--- src/rtl/if_id_queue.sv ---
// Fetch-to-decode skid queue: buffers fetch words in a small circular FIFO, presents the head to decode
// with valid/ready and stalls fetch when full. Optional same-cycle forwarding when empty: IFID_BYPASS_EN.
module if_id_queue #(
   parameter int          DEPTH     = 2,
   parameter logic [31:0] NOP_INSTR = 32'h00000013
) (
   input  logic                         clk,
   input  logic                         reset,
   input  logic                         in_valid,
   input  logic [31:0]                  in_pc,
   input  logic [31:0]                  in_instr,
   output logic                         is_stall,
   input  logic                         flush,
   output logic                         id_valid,
   input  logic                         id_ready,
   output logic [31:0]                  id_pc,
   output logic [31:0]                  id_instr,
   output logic [$clog2(DEPTH+1)-1:0]   occupancy
);

   localparam int AW = $clog2(DEPTH);
   localparam int CW = $clog2(DEPTH + 1);

   logic [AW-1:0] wr_ptr_reg, wr_ptr_next;
   logic [AW-1:0] rd_ptr_reg, rd_ptr_next;
   logic [CW-1:0] count_reg, count_next;

   logic [31:0] pc_mem    [DEPTH];
   logic [31:0] instr_mem [DEPTH];

   logic fifo_valid;
   logic bypass;
   logic push;
   logic pop;

   // Stall depends only on the registered count so fetch never sees a combinational loop through decode.
   assign fifo_valid = (count_reg != '0);
   assign is_stall   = (count_reg == CW'(DEPTH));
   assign occupancy  = count_reg;

`ifdef IFID_BYPASS_EN
   assign bypass = !fifo_valid && in_valid && id_ready && !flush;
`else
   assign bypass = 1'b0;
`endif

   assign push = in_valid && !is_stall && !flush && !bypass;
   assign pop  = fifo_valid && id_ready && !flush;

   always_comb begin
      id_valid = 1'b0;
      id_pc    = '0;
      id_instr = NOP_INSTR;
      if (fifo_valid && !flush) begin
         id_valid = 1'b1;
         id_pc    = pc_mem[rd_ptr_reg];
         id_instr = instr_mem[rd_ptr_reg];
      end else if (bypass) begin
         id_valid = 1'b1;
         id_pc    = in_pc;
         id_instr = in_instr;
      end
   end

   always_comb begin
      wr_ptr_next = wr_ptr_reg;
      rd_ptr_next = rd_ptr_reg;
      count_next  = count_reg;
      if (flush) begin
         wr_ptr_next = '0;
         rd_ptr_next = '0;
         count_next  = '0;
      end else begin
         if (push) begin
            wr_ptr_next = wr_ptr_reg + AW'(1);
         end
         if (pop) begin
            rd_ptr_next = rd_ptr_reg + AW'(1);
         end
         if (push && !pop) begin
            count_next = count_reg + CW'(1);
         end else if (pop && !push) begin
            count_next = count_reg - CW'(1);
         end
      end
   end

   always_ff @(posedge clk or negedge reset) begin
      if (!reset) begin
         wr_ptr_reg <= '0;
         rd_ptr_reg <= '0;
         count_reg  <= '0;
      end else begin
         wr_ptr_reg <= wr_ptr_next;
         rd_ptr_reg <= rd_ptr_next;
         count_reg  <= count_next;
      end
   end

   // Entry contents are never reset or cleared; validity is tracked solely by count and pointers.
   always_ff @(posedge clk) begin
      if (push) begin
         pc_mem[wr_ptr_reg]    <= in_pc;
         instr_mem[wr_ptr_reg] <= in_instr;
      end
   end

endmodule

--- config.mk ---
export PLATFORM = sky130hd
export DESIGN_NAME = if_id_queue
export DESIGN_NICKNAME = d
export VERILOG_FILES = /design/src/rtl/if_id_queue.sv
export SDC_FILE = /design/constraint.sdc
export NUM_CORES = 1
export LEC_CHECK = 0
export CAP_MARGIN = 20
export CORE_ASPECT_RATIO = 1.5
export CORE_MARGIN = 2
export CORE_UTILIZATION = 52
export DETAILED_ROUTE_END_ITERATION = 7
export PLACE_DENSITY = 0.84
export SLEW_MARGIN = 20
export SYNTH_ARGS = -nofsm -noshare
export SYNTH_HDL_FRONTEND = slang
export SYNTH_SLANG_ARGS = --single-unit
--- constraint.sdc ---
create_clock -name clk -period 15.5 [get_ports clk]
set_input_delay 3.1 -clock clk [delete_from_list [all_inputs] [get_ports clk]]
set_output_delay 3.1 -clock clk [all_outputs]
set_load 0.01 [all_outputs]
# Word level (Yosys, flattened, before mapping)
# Memory sizes are Yosys's and may differ from the RTL's.
# Index checks and enable logic that the tools add are counted.
# totals
ff_bits,4
wordCells,37
in_bits,69
output_inout_bits,68
n_memories,2
mem_bits_rw,128
# mem_list
memory,depth,word_bits,read_ports,rd_clocked_by_memory_dff,wr,line,text
instr_mem,2,32,1,0,1,29,logic [31:0] instr_mem [DEPTH];
pc_mem,2,32,1,0,1,28,logic [31:0] pc_mem [DEPTH];
# op_classes
eq_ne,1
n_addsub,4
muxes,12
reduce_logical,15
# op_table
cell,n
$mux 32,2
$logic_and 1x1->1,7
$mux 1,7
$mux 2,3
$reduce_bool 2->1,3
$logic_not 1->1,4
$reduce_bool 3->1,1
$add 1x1->1 const B,2
$add 2x1->2 const B,1
$eq 2x2->1 const B,1
$sub 2x1->2 const B,1

# Depth between registers and ports, before layout
# Gate-level depths: netlist of the first run.
# logic_depth
word_depth,9
depth_mapped,5
depth_no_buf,4

# Worst setup path before layout of the first run
# No wires, ideal clock.
# synth_timing
path_kind,in2reg
startpoint,in in_valid
endpoint,mem instr_mem[1][0] (enable)
path_buffers,0
setup_ns,0.578
cell_stages,2
path_slack_ns,7.086
t_required_ns,14.922
arrival_time_ns,7.837
path_cell_list,nand2_1 nor3b_1
# synth_via
elab_chain_len,4
# synth_rtl
element,line,text
"start, declared",9,"input logic in_valid,"
$logic_and 1x1->1 (2 in a row),47,assign push = in_valid && !is_stall && !flush && !bypass;
$mux 1,102,if (push) begin
$mux 1 (not written as such),104,instr_mem[wr_ptr_reg] <= in_instr;
"end, declared",29,
# No other way between the ends.

# Final worst setup path of the first run
# layout_timing
startpoint,in flush
endpoint,out id_instr[0]
# layout_via
elab_chain_len,3
# layout_rtl
element,line,text
"start, declared",13,"input logic flush,"
$logic_not 1->1,54,if (fifo_valid && !flush) begin
$logic_and 1x1->1,54,
$mux 32,54,
"end, declared",17,"output logic [31:0] id_instr,"
# No other way between the ends.

==> results.txt, run 1 <==
----------------------------------------------------
[Final layout]
  Number of inserted diodes ... 0
  Nets ... 513
  Layout fillers ... 643
  Layout overhead on the synthesized area ... 38.1%
  Share of layout cells above drive strength 1 ... 22.1%
  Leading cell type in the layout, fill and taps excluded ... sky130_fd_sc_hd__clkdlybuf4s50_1
  Commonest cells after routing, fill and taps aside ... 136 x sky130_fd_sc_hd__clkdlybuf4s50_1, 128 x sky130_fd_sc_hd__edfxtp_1, 65 x sky130_fd_sc_hd__mux2i_1

[Drt]
  Routed wire per std cell ... 17.3 um
  Routed via count divided by cell count ... 5.15
  Violation count after the first detailed-route iteration ... 122
  Post-route DRC ... 0
  Routed Wire Length ... 9930 um
  First-pass detailed-route iteration total ... 4
  Vias ... 2953
  Post-DRT Antenna Nets ... 0

[Critical path]
  Type of the worst setup path ... input port to primary output
  Critical path launch point ... flush
  Worst setup path end ... id_instr[0]
  CP startpoint kind ... input port
  Data arrival, critical path ... 5.48 ns
  Startpoint of the most critical register-to-register path ... occupancy[0]
  Depth of the worst register-to-register path ... 4
  Endpoint of the worst register-to-register path ... instr_mem[1][13]
  Worst-case register-to-register setup slack ... 13.44 ns
  CP Data Required Time ... 12.40 ns
  Crit path max fanout ... 33
  Type of destination of the critical path ... primary output

[Clock tree]
  Clock tree from TritonCTS ... done
  Root Buffer Master ... sky130_fd_sc_hd__clkbuf_16
  Num CTS Buffers ... 17
  Clock latency at the later pin of the worst-skew pair ... 0.40 ns
  Max H-tree Level ... 4
  Clock-pin slew on the worst setup and hold paths ... 0.06 ns
  Total of hold buffers inserted after clock tree synthesis ... 0
  Number of resized instances in the post-cts repair step ... 0
  Clock sink count ... 132
  CTS max path bufs ... 2
  Number of post-CTS setup repair buffers ... 0

[Flow run]
  Total of max-cap violations ... 0

[Yosys]
  Yosys synthesis warning count ... 0
  Count of state elements after synthesis ... 132
  Synthesized area per cell ... 17.7 um^2
  Dominant cell type by area after synthesis ... sky130_fd_sc_hd__edfxtp_1
  Synth top area cells ... sky130_fd_sc_hd__edfxtp_1 73%, sky130_fd_sc_hd__mux2i_1 12%, sky130_fd_sc_hd__nor2_2 5.9%, sky130_fd_sc_hd__nor2_4 2.1%, sky130_fd_sc_hd__dfrtp_1 1.9%
  Gate count after technology mapping ... 298
  Portion of the post-synthesis area used by sequential elements ... 74.6%
  Net count of the mapped netlist ... 367
  Synthesized area ... 5280 um^2
  Area share of the largest cell type after synthesis ... 72.7%
  Distinct cell type count of the synthesized netlist ... 25

[Pwr]
  Sw Share ... 21.7%
  Power density of the placed cells ... 118 nW/um^2
  Post-layout total power ... 0.000859 W
  Power share of the sequential group ... 48.1%
  Switching power ... 0.000186 W
  Clock network fraction of total power ... 41.4%
  Combinational fraction of design power ... 10.4%
  Internal power ... 0.000672 W
  Leakage ... 2.35 nW
  VDD IR-drop max ... 0.0951 mV

[Die]
  Initial core utilization ... 52.7%
  Die ar. ... 11000 um^2
  Ports placed on the boundary ... 137
  Die Height ... 127 um
  Width of the chip ... 86.3 um
  Core area ... 10000 um^2
  Row cnt ... 45

[STA]
  Number of failing hold endpoints at the final stage ... 0
  Tmin final ... 8.58 ns
  RSZ-0062 raised after global routing ... no
  Fin Clk Skew ... 0.00610 ns
  Period utilization ... 55.4%
  Final count of pins violating max slew ... 0
  Final WS setup ... 6.92 ns
  Fmax ... 117 MHz
  Relative max-transition margin ... 42.5%
  Final Setup Violations ... 0
  Fin Setup TNS ... 0 ns
  Slew at the pin closest to its max-slew limit ... 0.863 ns

[GRT]
  Met2 Use GR ... 32.4%
  Global-route usage over all layers ... 18.7%
  Number of antenna violations at the first check in global routing ... 0
  Most used routing layer in global routing ... met2
  Via count of the first global-routing pass ... 3122
  Largest net degree at the start of global routing ... 66
  Total gr overflow ... 0
  Met1 track demand over resource in global routing ... 20.8%
  First-pass GRT wire length ... 15300 um
  Global routing usage on met3 ... 5.68%

[Min path]
  Type of the worst min-delay path ... flop to flop
  Number of stages on the worst hold path ... 2

[Status]
  Status ... complete, no violations

[Placed design]
  Number of I/O port buffers ... 136
  Global placement routability congestion ... 0.713
  Detailed placer's ending HPWL ... 6080 um
  Placement Setup Slack ... 6.72 ns

----------------------------------------------------
[synthesized netlist by cell type]
| master | n |
|---|---|
| sky130_fd_sc_hd__nor3_1 | 1 |
| sky130_fd_sc_hd__or3_1 | 1 |
| sky130_fd_sc_hd__a21o_1 | 1 |
| sky130_fd_sc_hd__mux2i_1 | 65 |
| sky130_fd_sc_hd__o211ai_1 | 1 |
| sky130_fd_sc_hd__or2_1 | 1 |
| sky130_fd_sc_hd__inv_2 | 1 |
| sky130_fd_sc_hd__buf_4 | 1 |
| sky130_fd_sc_hd__dfrtp_1 | 4 |
| sky130_fd_sc_hd__inv_1 | 2 |
| sky130_fd_sc_hd__edfxtp_1 | 128 |
| sky130_fd_sc_hd__or2_2 | 1 |
| sky130_fd_sc_hd__o21ai_0 | 2 |
| sky130_fd_sc_hd__nand2_1 | 4 |
| sky130_fd_sc_hd__buf_8 | 1 |
| sky130_fd_sc_hd__buf_6 | 6 |
| sky130_fd_sc_hd__xor2_1 | 1 |
| sky130_fd_sc_hd__nor2_1 | 3 |
| sky130_fd_sc_hd__buf_2 | 6 |
| sky130_fd_sc_hd__a21oi_1 | 4 |
| sky130_fd_sc_hd__nand3b_1 | 1 |
| sky130_fd_sc_hd__nor2_2 | 50 |
| sky130_fd_sc_hd__nand2b_1 | 1 |
| sky130_fd_sc_hd__nor3b_1 | 2 |
| sky130_fd_sc_hd__nor2_4 | 10 |
[power by group through the flow]
stage / clock [W] / combinational (W) / sequential [W]
2_1_floorplan: 0 / 0.0000484 / 0.000418
5_1_grt: 0.000378 / 0.0000959 / 0.000414
6_report: 0.000356 / 0.0000896 / 0.000413
3_5_place_dp: 0 / 0.0000835 / 0.000425
3_3_place_gp: 0 / 0.0000815 / 0.000424
4_1_cts: 0.000364 / 0.0000841 / 0.000418
[through the flow]
stage / utilization [%] / hold WS [ns] / std cells / cell area [um^2]
after floorplan: - / 0.529 / 298 / 5280
after global placement: 67.0 / 0.568 / 540 / 6710
after detailed placement: 67.0 / 0.605 / 540 / 6710
after CTS: 72.3 / 0.614 / 571 / 7250
after global routing: 72.8 / 0.663 / 573 / 7300
final: 72.8 / 0.625 / 573 / 7300
[cell type report]
| cell class | count | area (um^2) | share of cell area (%) |
|---|---|---|---|
| clock buffers | 17 | 425 | 5.83 |
| clock inverters | 14 | 115 | 1.58 |
| inverters | 3 | 11.3 | 0.154 |
| multi-input cells | 149 | 1220 | 16.7 |
| flip-flops and latches | 132 | 3950 | 54.1 |
| well taps | 117 | 146 | 2.01 |
| repair buffers | 141 | 1430 | 19.6 |
[kinds of logic (layout without fill, tap and decap cells)]
logic type,count (synthesis),after routing,synth area share [%]
and+or+nand+nor,75,75,9.54
AOI/OAI and AO/OA,8,8,0.853
buffers and inverters,17,175,2.49
DFF,132,132,74.6
xor gates and xnor gates,1,1,0.166
muxes,65,65,12.3
[worst min-delay path by stage]
stage	slack, ns	end	start
floorplan	0.53	wr_ptr_reg	wr_ptr_reg
global route	0.66	wr_ptr_reg	wr_ptr_reg
finish	0.63	wr_ptr_reg	wr_ptr_reg
global placement	0.57	wr_ptr_reg	wr_ptr_reg
detailed placement	0.61	wr_ptr_reg	wr_ptr_reg
CTS	0.61	wr_ptr_reg	wr_ptr_reg
[critical path, stage by stage]
cell and delay, ns:
sky130_fd_sc_hd__clkdlybuf4s50_1 0.63, sky130_fd_sc_hd__or2_4 0.18, sky130_fd_sc_hd__buf_4 0.48, sky130_fd_sc_hd__buf_12 0.33
sky130_fd_sc_hd__inv_1 0.12, sky130_fd_sc_hd__nand2_1 0.08, sky130_fd_sc_hd__clkdlybuf4s50_1 0.55
[routing by layer]
layer	vias to the layer above	wire length (um)
li1	1404	-
met1	1446	3760
met2	89	5500
met3	14	460
met4	0	210
met5	-	0
Note: power is estimated with default switching activity, not from simulation.
==> run 2, diff against run 1 <==
--- a/config.mk
+++ b/config.mk
@@ -8,9 +8,9 @@
 export CAP_MARGIN = 20
 export CORE_ASPECT_RATIO = 1.5
 export CORE_MARGIN = 2
-export CORE_UTILIZATION = 52
+export CORE_UTILIZATION = 49
 export DETAILED_ROUTE_END_ITERATION = 7
-export PLACE_DENSITY = 0.84
+export PLACE_DENSITY = 0.8
 export SLEW_MARGIN = 20
 export SYNTH_ARGS = -nofsm -noshare
 export SYNTH_HDL_FRONTEND = slang
==> constraint.sdc (replaced) <==
create_clock -name clk -period 8.1 [get_ports clk]
set_input_delay 1.62 -clock clk [delete_from_list [all_inputs] [get_ports clk]]
set_output_delay 1.62 -clock clk [all_outputs]
set_load 0.01 [all_outputs]
==> results.txt, run 2 (synthesis results as in run 1) <==
----------------------------------------------------
[GRT]
  Via count of the first global-routing pass ... 3202
  Number of antenna violations at the first check in global routing ... 0
  Total gr overflow ... 0
  Largest net degree at the start of global routing ... 66
  First-pass GRT wire length ... 15600 um
  Global-route usage over all layers ... 18.1%

[Final layout]
  Layout overhead on the synthesized area ... 39.1%
  Fin util ... 69.8%
  Nets ... 514
  Share of layout cells above drive strength 1 ... 21.2%
  Finished Cell Area ... 7350 um^2
  Area of combinational cells with multiple inputs ... 1220 um^2
  Leading cell type in the layout, fill and taps excluded ... sky130_fd_sc_hd__clkdlybuf4s50_1
  Layout fillers ... 739
  Sequential standard cell area ... 3950 um^2
  Number of inserted diodes ... 0
  Commonest cells after routing, fill and taps aside ... 136 x sky130_fd_sc_hd__clkdlybuf4s50_1, 128 x sky130_fd_sc_hd__edfxtp_1, 65 x sky130_fd_sc_hd__mux2i_1

[Die]
  Die ar. ... 11600 um^2
  Initial core utilization ... 50.2%
  Core area ... 10500 um^2
  Row cnt ... 46
  Ports placed on the boundary ... 137
  Width of the chip ... 88.8 um
  Die Height ... 131 um

[STA]
  Fin Clk Skew ... 0.00704 ns
  RSZ-0062 raised after global routing ... no
  Fin Setup TNS ... 0 ns
  Slew at the pin closest to its max-slew limit ... 0.659 ns
  Period utilization ... 67.0%
  Final Setup Violations ... 0
  Final count of pins violating max slew ... 0
  Fmax ... 184 MHz
  Number of failing hold endpoints at the final stage ... 0
  Relative max-transition margin ... 56.1%
  Tmin final ... 5.43 ns

[Pwr]
  Sw Share ... 21.0%
  Leakage ... 2.36 nW
  VDD IR-drop max ... 0.194 mV
  Switching power ... 0.000349 W
  Post-layout total power ... 0.00167 W
  Power density of the placed cells ... 227 nW/um^2
  Internal power ... 0.00132 W
  Power share of the sequential group ... 47.5%
  Clock network fraction of total power ... 42.2%
  Combinational fraction of design power ... 10.2%

[Drt]
  Routed wire per std cell ... 16.7 um
  Post-route DRC ... 0
  Routed Wire Length ... 10000 um
  Routed via count divided by cell count ... 4.93
  Post-DRT Antenna Nets ... 0
  First-pass detailed-route iteration total ... 4
  Violation count after the first detailed-route iteration ... 116
  Vias ... 2965

[Placed design]
  Global placement routability congestion ... 0.689
  Number of I/O port buffers ... 136
  Detailed placer's ending HPWL ... 6500 um
  Placed instance area ... 6770 um^2

[Critical path]
  Type of the worst setup path ... input port to primary output
  CP Data Required Time ... 6.48 ns
  Data arrival, critical path ... 3.81 ns
  Crit path max fanout ... 34
  Type of destination of the critical path ... primary output
  CP startpoint kind ... input port

[Clock tree]
  Max H-tree Level ... 4
  Clock-pin slew on the worst setup and hold paths ... 0.05 ns
  Clock tree from TritonCTS ... done
  Clock latency at the later pin of the worst-skew pair ... 0.40 ns
  Root Buffer Master ... sky130_fd_sc_hd__clkbuf_16
  Number of post-CTS setup repair buffers ... 0
  Number of resized instances in the post-cts repair step ... 0
  CTS max path bufs ... 2
  Num CTS Buffers ... 17
  Total of hold buffers inserted after clock tree synthesis ... 0
  Clock sink count ... 132

[Status]
  Status ... complete, no violations

[Min path]
  Type of the worst min-delay path ... flop to flop

[Flow run]
  Total of max-cap violations ... 0

----------------------------------------------------
==> run 2: final cells by class <==
cell class | instances | share of cell area (%)
flip-flops and latches | 132 | 53.7
multi-input cells | 149 | 16.6
well taps | 144 | 2.45
clock inverters | 12 | 1.55
inverters | 3 | 0.153
repair buffers | 142 | 19.6
clock buffers | 20 | 5.94
==> run 2: worst paths after layout <==
check                              from      endpoint  slack [ns]  depth (start not counted)
setup reg to reg           occupancy[0]  pc_mem[1][0]        6.26                          4
hold reg to reg            occupancy[0]  occupancy[1]        0.68                          2
max in group asynchronous         reset    rd_ptr_reg        6.45                          1
min in group asynchronous         reset  occupancy[0]        1.43                          1
setup / recovery                  flush   id_instr[5]        2.67                          5
hold / removal             occupancy[0]  occupancy[1]        0.68                          2
==> run 2: worst max-delay path, cell delays in order <==
cell and delay (ns):
sky130_fd_sc_hd__clkdlybuf4s50_1 0.65, sky130_fd_sc_hd__or2_4 0.63, sky130_fd_sc_hd__buf_12 0.33, sky130_fd_sc_hd__nor2_2 0.08
sky130_fd_sc_hd__clkdlybuf4s50_1 0.48
==> run 2: metal layers <==
layer  wire, um  up-vias  part of all wire, %  global-route usage, %
met5          0        -                    0                      0
li1           -     1409                    -                      -
met1       3680     1450                   37                   18.7
met4        225        0                  2.2                   8.75
met3        544       14                  5.4                   5.78
met2       5580       92                   56                   31.8
==> run 2: power groups by stage <==
stage	clock network, W	logic [W]	registers (W)
detailed placement	0	0.000162	0.000814
floorplan	0	0.0000927	0.000801
finish	0.000703	0.000170	0.000792
CTS	0.000715	0.000163	0.000800
global placement	0	0.000157	0.000812
global route	0.000748	0.000183	0.000793
==> run 2: through the flow <==
| step | hold slack, ns | cells | setup WS (ns) |
|---|---|---|---|
| 6_report | 0.676 | 602 | 2.67 |
| 5_1_grt | 0.716 | 602 | 2.56 |
| 4_1_cts | 0.673 | 601 | 2.64 |
| 3_5_place_dp | 0.615 | 569 | 2.67 |
| 3_3_place_gp | 0.563 | 568 | 2.35 |
| 2_1_floorplan | 0.529 | 298 | 1.17 |
==> run 3, diff against run 2 <==
--- a/config.mk
+++ b/config.mk
@@ -8,9 +8,9 @@
 export CAP_MARGIN = 20
 export CORE_ASPECT_RATIO = 1.5
 export CORE_MARGIN = 2
-export CORE_UTILIZATION = 49
+export CORE_UTILIZATION = 44
 export DETAILED_ROUTE_END_ITERATION = 7
-export PLACE_DENSITY = 0.8
+export PLACE_DENSITY = 0.76
 export SLEW_MARGIN = 20
 export SYNTH_ARGS = -nofsm -noshare
 export SYNTH_HDL_FRONTEND = slang
==> constraint.sdc (replaced) <==
create_clock -name clk -period 4.8 [get_ports clk]
set_input_delay 0.96 -clock clk [delete_from_list [all_inputs] [get_ports clk]]
set_output_delay 0.96 -clock clk [all_outputs]
set_load 0.01 [all_outputs]
==> results.txt, run 3 (synthesis results as in run 1) <==
----------------------------------------------------
[Clock tree]
  Number of post-CTS setup repair buffers ... 0
  Number of resized instances in the post-cts repair step ... 0
  Clock-pin slew on the worst setup and hold paths ... 0.06 ns
  Max H-tree Level ... 4
  Total of hold buffers inserted after clock tree synthesis ... 0
  Num CTS Buffers ... 17
  Clock latency at the later pin of the worst-skew pair ... 0.40 ns
  Clock sink count ... 132
  Root Buffer Master ... sky130_fd_sc_hd__clkbuf_16
  Clock tree from TritonCTS ... done
  CTS max path bufs ... 2

[Flow run]
  Total of max-cap violations ... 0

[Placed design]
  Number of placed cells counting well taps ... 579
  Detailed placer's ending HPWL ... 6540 um
  Number of I/O port buffers ... 136
  Global placement routability congestion ... 0.710
  Placed instance area ... 6790 um^2
  Placement Setup Slack ... 0.739 ns

[GRT]
  Global-route usage over all layers ... 16.1%
  Number of antenna violations at the first check in global routing ... 0
  Largest net degree at the start of global routing ... 66
  First-pass GRT wire length ... 15600 um
  Total gr overflow ... 0
  Via count of the first global-routing pass ... 3203

[Critical path]
  Endpoint of the worst register-to-register path ... pc_mem[1][23]
  Type of destination of the critical path ... primary output
  Worst-case register-to-register setup slack ... 2.98 ns
  CP startpoint kind ... input port
  Depth of the worst register-to-register path ... 4
  CP Data Required Time ... 3.84 ns
  Startpoint of the most critical register-to-register path ... occupancy[0]
  Data arrival, critical path ... 3.08 ns
  Type of the worst setup path ... input port to primary output
  Crit path max fanout ... 31

[Die]
  Ports placed on the boundary ... 137
  Initial core utilization ... 44.7%
  Row cnt ... 49
  Die ar. ... 12900 um^2
  Core area ... 11800 um^2
  Die Height ... 138 um
  Width of the chip ... 93.5 um

[Drt]
  Routed wire per std cell ... 16.1 um
  Routed Wire Length ... 9830 um
  Post-DRT Antenna Nets ... 0
  Post-route DRC ... 0
  First-pass detailed-route iteration total ... 4
  Violation count after the first detailed-route iteration ... 142
  Routed via count divided by cell count ... 4.81
  Vias ... 2942

[Pwr]
  Post-layout total power ... 0.00292 W
  Power share of the sequential group ... 45.7%
  Power density of the placed cells ... 393 nW/um^2
  Clock network fraction of total power ... 44.4%
  Leakage ... 2.40 nW
  Combinational fraction of design power ... 9.8%
  Sw Share ... 21.6%
  Switching power ... 0.000632 W
  Internal power ... 0.00229 W
  VDD IR-drop max ... 0.272 mV

[STA]
  RSZ-0062 raised after global routing ... no
  Final count of pins violating max slew ... 0
  Final Setup Violations ... 0
  Tmin final ... 4.04 ns
  Slew at the pin closest to its max-slew limit ... 0.637 ns
  Number of failing hold endpoints at the final stage ... 0
  Final WS setup ... 0.764 ns
  Fin Clk Skew ... 0.00405 ns
  Fin Setup TNS ... 0 ns
  Relative max-transition margin ... 57.5%
  Period utilization ... 84.1%
  Fmax ... 248 MHz

[Final layout]
  Share of layout cells above drive strength 1 ... 22.7%
  Leading cell type in the layout, fill and taps excluded ... sky130_fd_sc_hd__clkdlybuf4s50_1
  Commonest cells after routing, fill and taps aside ... 136 x sky130_fd_sc_hd__clkdlybuf4s50_1, 128 x sky130_fd_sc_hd__edfxtp_1, 65 x sky130_fd_sc_hd__mux2i_1
  Nets ... 515
  Layout overhead on the synthesized area ... 40.5%
  Final instance count without filler cells ... 612
  Finished Cell Area ... 7420 um^2
  Number of inserted diodes ... 0

[Status]
  Status ... complete, no violations

[Min path]
  Endpoint of the worst hold-timing path ... wr_ptr_reg
  Number of stages on the worst hold path ... 2
  Worst min-delay path startpoint ... wr_ptr_reg
  Type of the worst min-delay path ... flop to flop

----------------------------------------------------
-- run 3: power by group through the flow --
stage                     logic, W  registers, W  clock network (W)
after CTS                 0.000274       0.00135            0.00132
after global placement    0.000268       0.00137                  0
final                     0.000286       0.00134            0.00130
after detailed placement  0.000273       0.00137                  0
after floorplan           0.000157       0.00135                  0
after global routing      0.000307       0.00134            0.00137
-- run 3: worst max path at each step --
stage,slack (ns),cells after the start,start,end
floorplan,0.76,2,in_valid,instr_mem[1][0]
global placement,0.80,6,flush,id_instr[4]
detailed placement,0.74,6,flush,id_instr[0]
CTS,0.74,6,flush,id_instr[0]
global route,0.62,6,flush,id_instr[0]
finish,0.76,6,flush,id_instr[0]
-- run 3: area by class of cell --
class | count | area, um^2
clock buffer | 17 | 425
multi-input combinational | 149 | 1230
inverter | 3 | 11.3
timing repair buffer | 143 | 1430
clock inverter | 15 | 180
fill | 881 | 4410
tap | 153 | 191
sequential | 132 | 3950
-- run 3: per-stage QoR --
| step | util (%) | hold slack, ns |
|---|---|---|
| CTS | 62.5 | 0.646 |
| global route | 62.7 | 0.675 |
| finish | 62.7 | 0.634 |
| floorplan | - | 0.542 |
| detailed placement | 57.4 | 0.638 |
| global placement | 57.4 | 0.604 |
-- run 3: worst max-delay path, cell delays in order --
cell                              delay (ns)
sky130_fd_sc_hd__clkdlybuf4s50_1        0.69
sky130_fd_sc_hd__or2_4                  0.19
sky130_fd_sc_hd__buf_4                  0.41
sky130_fd_sc_hd__inv_1                  0.18
sky130_fd_sc_hd__nand2_1                0.09
sky130_fd_sc_hd__clkdlybuf4s50_1        0.54
-- run 3: metal layers --
layer / global-route usage (%) / vias up / wire (um)
met3: 4.74 / 10 / 498
met1: 17.1 / 1433 / 3590
met2: 29.0 / 89 / 5600
met4: 6.66 / 0 / 148
met5: 0 / - / 0
li1: - / 1410 / -
